**src/rtl/i2c_bus_conditioner.sv**
```systemverilog
// I2C pin front end: 2-flop synchronisers, glitch filters, bus event strobes and bit/byte tracking.
// Optional stuck-bus timeout is built only when I2C_COND_TIMEOUT_EN is defined.
module i2c_bus_conditioner #(
    parameter int FILTER_CYCLES  = 4,
    parameter int TIMEOUT_CYCLES = 65535
) (
    input  logic       clk,
    input  logic       rst,
    input  logic       scl_in,
    input  logic       sda_in,
    output logic       scl_filt,
    output logic       sda_filt,
    output logic       scl_rise,
    output logic       scl_fall,
    output logic       start_det,
    output logic       stop_det,
    output logic       bus_busy,
    output logic [3:0] bit_cnt,
    output logic [7:0] rx_byte,
    output logic       ack_bit,
    output logic       byte_done,
    output logic       first_byte,
    output logic       timeout
);
    localparam int CW = $clog2(FILTER_CYCLES + 1);

    if (FILTER_CYCLES < 1 || FILTER_CYCLES > 255) begin : g_bad_filter
        $error("FILTER_CYCLES out of range 1..255");
    end
    if (TIMEOUT_CYCLES < 1 || TIMEOUT_CYCLES > 1048576) begin : g_bad_timeout
        $error("TIMEOUT_CYCLES out of range 1..2^20");
    end

    typedef enum logic {IDLE, ACTIVE} state_t;
    state_t state_reg, state_next;

    logic [1:0] pin_vec, filt_vec;
    assign pin_vec = {scl_in, sda_in};

    // Index 1 is SCL, index 0 is SDA; both lines share the same sync + filter structure.
    for (genvar gi = 0; gi < 2; gi++) begin : g_line
        logic          sync1_reg, sync2_reg, filt_reg;
        logic [CW-1:0] cnt_reg;
        always_ff @(posedge clk or posedge rst) begin
            if (rst) begin
                sync1_reg <= 1'b1;
                sync2_reg <= 1'b1;
                filt_reg  <= 1'b1;
                cnt_reg   <= '0;
            end else begin
                sync1_reg <= pin_vec[gi];
                sync2_reg <= sync1_reg;
                if (sync2_reg == filt_reg) begin
                    cnt_reg <= '0;
                end else if (cnt_reg == CW'(FILTER_CYCLES - 1)) begin
                    filt_reg <= sync2_reg;
                    cnt_reg  <= '0;
                end else begin
                    cnt_reg <= cnt_reg + CW'(1);
                end
            end
        end
        assign filt_vec[gi] = filt_reg;
    end

    assign scl_filt = filt_vec[1];
    assign sda_filt = filt_vec[0];

    logic scl_prev_reg, sda_prev_reg;
    logic rise_c, fall_c, start_c, stop_c, timeout_c;

    // SDA may only count as START/STOP when SCL was high and stayed high.
    assign rise_c  = !scl_prev_reg && scl_filt;
    assign fall_c  = scl_prev_reg && !scl_filt;
    assign start_c = scl_prev_reg && scl_filt && sda_prev_reg && !sda_filt;
    assign stop_c  = scl_prev_reg && scl_filt && !sda_prev_reg && sda_filt;

`ifdef I2C_COND_TIMEOUT_EN
    logic [19:0] to_cnt_reg;
    assign timeout_c = (state_reg == ACTIVE) && !scl_filt && !start_c && !stop_c &&
                       (to_cnt_reg == 20'(TIMEOUT_CYCLES - 1));
    always_ff @(posedge clk or posedge rst) begin
        if (rst) begin
            to_cnt_reg <= '0;
        end else if (state_reg == IDLE || scl_filt || timeout_c) begin
            to_cnt_reg <= '0;
        end else begin
            to_cnt_reg <= to_cnt_reg + 20'd1;
        end
    end
`else
    assign timeout_c = 1'b0;
`endif

    always_ff @(posedge clk or posedge rst) begin
        if (rst) begin
            state_reg <= IDLE;
        end else begin
            state_reg <= state_next;
        end
    end

    always_comb begin
        state_next = state_reg;
        case (state_reg)
            IDLE:    if (start_c) state_next = ACTIVE;
            ACTIVE:  if (stop_c || timeout_c) state_next = IDLE;
            default: state_next = IDLE;
        endcase
    end

    logic       scl_rise_reg, scl_fall_reg, start_det_reg, stop_det_reg, timeout_reg;
    logic       ack_bit_reg, byte_done_reg, first_byte_reg;
    logic [3:0] bit_cnt_reg;
    logic [7:0] shift_reg, rx_byte_reg;

    always_ff @(posedge clk or posedge rst) begin
        if (rst) begin
            scl_prev_reg   <= 1'b1;
            sda_prev_reg   <= 1'b1;
            scl_rise_reg   <= 1'b0;
            scl_fall_reg   <= 1'b0;
            start_det_reg  <= 1'b0;
            stop_det_reg   <= 1'b0;
            timeout_reg    <= 1'b0;
            ack_bit_reg    <= 1'b0;
            byte_done_reg  <= 1'b0;
            first_byte_reg <= 1'b0;
            bit_cnt_reg    <= 4'd0;
            shift_reg      <= 8'h00;
            rx_byte_reg    <= 8'h00;
        end else begin
            scl_prev_reg  <= scl_filt;
            sda_prev_reg  <= sda_filt;
            scl_rise_reg  <= rise_c;
            scl_fall_reg  <= fall_c;
            start_det_reg <= start_c;
            stop_det_reg  <= stop_c;
            timeout_reg   <= timeout_c;
            byte_done_reg <= 1'b0;
            if (start_c) begin
                bit_cnt_reg    <= 4'd0;
                shift_reg      <= 8'h00;
                first_byte_reg <= 1'b1;
            end else if (stop_c || timeout_c) begin
                // Partial byte is discarded; rx_byte keeps the last complete one.
                bit_cnt_reg    <= 4'd0;
                shift_reg      <= 8'h00;
                first_byte_reg <= 1'b0;
            end else if (rise_c && state_reg == ACTIVE) begin
                if (bit_cnt_reg == 4'd8) begin
                    rx_byte_reg    <= shift_reg;
                    ack_bit_reg    <= sda_filt;
                    byte_done_reg  <= 1'b1;
                    bit_cnt_reg    <= 4'd0;
                    first_byte_reg <= 1'b0;
                end else begin
                    shift_reg   <= {shift_reg[6:0], sda_filt};
                    bit_cnt_reg <= bit_cnt_reg + 4'd1;
                end
            end
        end
    end

    assign scl_rise   = scl_rise_reg;
    assign scl_fall   = scl_fall_reg;
    assign start_det  = start_det_reg;
    assign stop_det   = stop_det_reg;
    assign bus_busy   = (state_reg == ACTIVE);
    assign bit_cnt    = bit_cnt_reg;
    assign rx_byte    = rx_byte_reg;
    assign ack_bit    = ack_bit_reg;
    assign byte_done  = byte_done_reg;
    assign first_byte = first_byte_reg;
    assign timeout    = timeout_reg;
endmodule

```
**config.mk**
```make
export PLATFORM = sky130hd
export DESIGN_NAME = i2c_bus_conditioner
export DESIGN_NICKNAME = d
export VERILOG_FILES = /design/src/rtl/i2c_bus_conditioner.sv
export SDC_FILE = /design/constraint.sdc
export NUM_CORES = 1
export LEC_CHECK = 0
export CAP_MARGIN = 20
export CORE_MARGIN = 2
export CORE_UTILIZATION = 45
export CTS_CLUSTER_DIAMETER = 40
export DETAILED_ROUTE_END_ITERATION = 6
export PLACE_DENSITY = 0.71
export SLEW_MARGIN = 20
export SYNTH_ARGS = -nofsm -noshare
export SYNTH_HDL_FRONTEND = slang
export SYNTH_SLANG_ARGS = --single-unit
```
**constraint.sdc**
```tcl
create_clock -name clk -period 1.4 [get_ports clk]
set_input_delay 0.21 -clock clk [delete_from_list [all_inputs] [get_ports clk]]
set_output_delay 0.21 -clock clk [all_outputs]
set_load 0.02 [all_outputs]
```
; Word-level counts from Yosys, hierarchy flattened
; Cells that the tools add are included.
[word_totals]
ff_bits = 42
output_inout_bits = 23
[op_classes]
n_eq_ne = 6
addsub = 3
reduce_logical = 19
bitwise_logic = 5
mux = 23
[ops]
columns = operator, n
row1 = 8-bit 2-to-1 mux, 4
row2 = 4-bit 2-to-1 mux, 4
row3 = 3-bit 2-to-1 mux, 4
row4 = 1-bit 2-to-1 mux, 10
row5 = 1-bit logical AND, 8
row6 = 2-bit AND reduction, 4
row7 = "3-bit by 1-bit adder with 3-bit output, second input constant", 2
row8 = "3-bit by 2-bit == test with 1-bit output, second input constant", 2
row9 = 3-bit nonzero test, 2
row10 = 1-bit NOT, 5
row11 = "4-bit by 1-bit adder with 4-bit output, second input constant", 1
row12 = "4-bit == test, second input constant", 1
row13 = 1-bit logical NOT, 4
row14 = 4-bit AND reduction, 1
row15 = "3-bit inequality test, second input constant", 1
row16 = 1-bit == test, 2
row17 = 1-bit case mux with 2 select lines, 1

; Longest topological paths before layout
; Gate-level depths: netlist of run 1.
[depth]
depth_word = 6
mapped_depth = 6
ltp_nobuf = 5

; Least setup slack after synthesis of run 1
; No wires, ideal clock.
[synth_path]
path_type = register to register
from = register bit_cnt_reg[0] (netlist: bit_cnt[0])
to = register ack_bit_reg (netlist: ack_bit)
period_less_slack_ns = 1.581
n_path_buf = 0
arrival_time_ns = 1.456
path_stages_with_launch = 6
required_ns = 1.275
slack_ns = -0.181
path_cell_list = dfrtp_1 > inv_1 > ha_1 > nand3b_4 > nor2_8 > mux2_4
[synth_via]
elab_chain_cells = 2
[synth_rtl]
columns = item, line_no
row1 = start: declaration, 114  ; logic [3:0] bit_cnt_reg;
row2 = start signal: assignment, 159  ; bit_cnt_reg <= bit_cnt_reg + 4'd1;
row3 = 4-bit == test, 151  ; if (bit_cnt_reg == 4'd8) begin
row4 = 4-bit AND reduction (no line), --
row5 = end signal: assignment, 153  ; ack_bit_reg <= sda_filt;
row6 = end: declaration, 113  ; logic ack_bit_reg, byte_done_reg, first_byte_reg;
; Every way passes these cells.
; A chain may end at the register's enable or synchronous reset.

; Worst setup path in the final report of run 1
[layout_path]
from = register bit_cnt_reg[1] (netlist: bit_cnt[1])
to = register rx_byte_reg[0] (netlist: rx_byte[0])
[layout_via]
elab_chain_cells = 2
[layout_rtl]
columns = item, line_no
row1 = 4-bit == test, 151
row2 = 4-bit AND reduction (no line), --
row3 = end signal: assignment, 152  ; rx_byte_reg <= shift_reg;
row4 = end: declaration, 115  ; logic [7:0] shift_reg, rx_byte_reg;
; Every way passes these cells.

==> reports/metrics.cfg, run 1 <==
[clocking]
cts_tree=built
cts_buffer_depth=2
insertion_delay_ps=300
holdBufCountCts=0
cts_max_level=2
cts.reportedPaths.clkPinSlew_ps=80
clockRootBuffer=clkbuf_8
cts_buffers=5
clock-sinks=42

[synth]
ys_warn_count=0
syn_area_mm2=0.00177
syn_inst=138
synth_seq_area_share=0.600
syn_avg_cell_area_um2=12.8
syn-num-nets=146
ys_ff_latch=42
yosysUniqueCellTypes=28

[final_layout]
fin_area_mm2=0.00231
n_fill_cell=290
area.growth.synth_to_final_pct=30.8
finalNetCount=185
final_core_util=0.623
multi_input_area_um2=697
n_antenna_cell=0
register_area_mm2=0.00106
drive_above_1_share=0.343

[power]
comb_power_share=0.394
p_clk_frac=0.204
worst_ir_drop_vdd_mv=0.964
cell_internal_pwr_mw=3.03
p_sw_frac=0.361
seqPwrFrac=0.402
p_switching_mw=1.71
power.density_mw_per_mm2=2050
cellLeakagePower_nw=1.12
total_power_mw=4.74

[sta]
slew_violations=0
whs_ps=262
period_needed_ps=1430
fmax_mhz=702
fin_crit_sh=1.02
skew_ps=10.5
finalHoldViolations=0
worst_slack_ps=-25.4
rsz0062_at_grt=true
setup_viol=10

[placed_design]
place.gp.congestion=0.746
place_area_mm2=0.00214
dp_hpwl_mm=2.17
io_buffers=25
pre_cts_slack_ps=-39.1

[route]
firstDrtPassIters=4
drt-initial-drc-count=53
routed_via_density=5.29
ant_nets=0
postRouteWirelength_mm=3.32
wl_per_cell_um=14.7
vias=1196
drc=0

[floorplan]
die_h_um=66.7
ios=27
dieArea_mm2=0.00445
die-width_um=66.7
core_mm2=0.00372
start_util=0.476
rows=22

[setup_path]
crit_type=reg -> reg
timing.reg2reg.setup_slack_ps=-30
crit_arrival_ps=1610
critPathRequiredTime_ps=1590
critical_path.max_fanout=5
worstSetupStartpointType=flip-flop
end_kind=flip-flop
r2r.worst_path.cells=5

[grt]
gr-total-overflow=0
grt_pass1_wl_mm=5.63
grt_max_degree=43
grt_pass1_vias=1180
track_usage=0.173
antenna_found_initial=0

[run_status]
status=complete, but fails checks
failed_checks=setup timing

[flow_run]
drv_cap=0

[worst_hold_path]
hold_class=in -> async

[layer usage]
metal  wire length [um]  GRT usage
met1               1430      0.221
met2               1660      0.271
met3                155     0.0473
met4                 73     0.0842
met5                  0          0
[area by class of cell]
cell class                      instances  share of cell area
Timing Repair Buffer                   39               0.155
Inverter                                5             0.00811
Clock buffer                            7              0.0373
Multi-Input combinational cell         84               0.301
Tap cell                               48              0.0260
Sequential cell                        42               0.460
Clock inverter                          1              0.0130
[metrics by stage]
step           TNS [ps]  std cells
6_report           -142        226
5_1_grt            -801        226
4_1_cts           -72.6        224
3_5_place_dp       -331        214
3_3_place_gp          0        214
2_1_floorplan      -834        138
[cells in the final DEF (no fill, tap or decap), types with 2 or more instances in the layout]
master / n
o21ai_2: 4
o21ai_0: 4
buf_4: 8
dlygate4sd2_1: 18
xnor2_1: 3
dfrtp_2: 2
nor3b_1: 5
a21oi_1: 10
clkbuf_8: 6
buf_6: 4
nand3b_4: 2
clkdlybuf4s50_1: 3
ha_1: 3
inv_2: 2
dfrtp_1: 32
clkdlybuf4s15_1: 2
mux2_2: 2
o21ai_1: 5
nor3_1: 2
mux2_4: 9
and3b_2: 2
nand3_1: 11
nor2_4: 2
nand2_1: 4
inv_1: 3
a21oi_2: 2
dfstp_2: 8
nor2b_1: 4
[cell families after synthesis]
| logic type | count (synthesis) | share of synthesized area |
|---|---|---|
| flops | 42 | 0.600 |
| mux | 11 | 0.0891 |
| fa+ha+maj | 4 | 0.0283 |
| other cells | 1 | 0.00212 |
| compound gates | 30 | 0.0934 |
| xor+xnor | 3 | 0.0149 |
| simple gates | 34 | 0.132 |
| buf+inv | 13 | 0.0403 |
[power by group through the flow]
stage	logic [mW]	clock network (mW)	registers [mW]
after CTS	1.68	0.988	1.89
after global placement	1.68	0	1.88
after detailed placement	1.74	0	1.91
final	1.87	0.966	1.91
after global routing	2.04	1.05	1.95
after floorplan	0.960	0	2.04
[final timing paths]
check,start,endpoint
min in group clk,sda_in,g_line[0].sync1_reg
setup / recovery,bit_cnt[1],rx_byte[0]
setup reg to reg,bit_cnt[1],rx_byte[0]
max in group asynchronous,rst,scl_prev_reg
hold / removal,rst,ack_bit
hold reg to reg,g_line[0].sync1_reg,g_line[0].sync2_reg
[cell usage after synthesis, drive strengths merged]
cell / instances / area (um^2)
dfstp: 8 / 210
nor3: 2 / 10.0
and3b: 2 / 18.8
a21oi: 12 / 60.1
mux2: 11 / 158
a311oi: 1 / 8.76
o221ai: 1 / 8.76
nand3b: 2 / 40.0
a22oi: 1 / 7.51
xnor2: 3 / 26.3
a41oi: 1 / 8.76
buf: 8 / 52.6
nand3: 12 / 60.1
a31oi: 1 / 6.26
nand2: 4 / 15.0
conb: 1 / 3.75
dfrtp: 34 / 851
inv: 5 / 18.8
nor2: 3 / 27.5
nor3b: 5 / 37.5
ha: 4 / 50.1
nor2b: 4 / 25.0
o21ai: 13 / 65.1
[critical path, stage by stage (launching register included)]
cell and delay (ps):
dfrtp_2 420, inv_2 70, ha_4 140, nand3b_4 140, nor2_4 230, mux2_4 320
[what timing repair did]
item                       4_1_cts  5_1_grt
resized for setup               26       29
gates cloned                     1        1
setup endpoints to repair       39       25
buffers inserted                 1        1
pin swaps                        1        8
No activity file was read; power rests on OpenSTA's default activity.
==> run 2, diff against run 1 <==
--- a/config.mk
+++ b/config.mk
@@ -5,6 +5,7 @@
 export SDC_FILE = /design/constraint.sdc
 export NUM_CORES = 1
 export LEC_CHECK = 0
+export ABC_CLOCK_PERIOD_IN_PS = 1400
 export CAP_MARGIN = 20
 export CORE_MARGIN = 2
 export CORE_UTILIZATION = 45
==> results of run 2 <==
No change in the layout: final DEF, timing and power equal those of run 1.
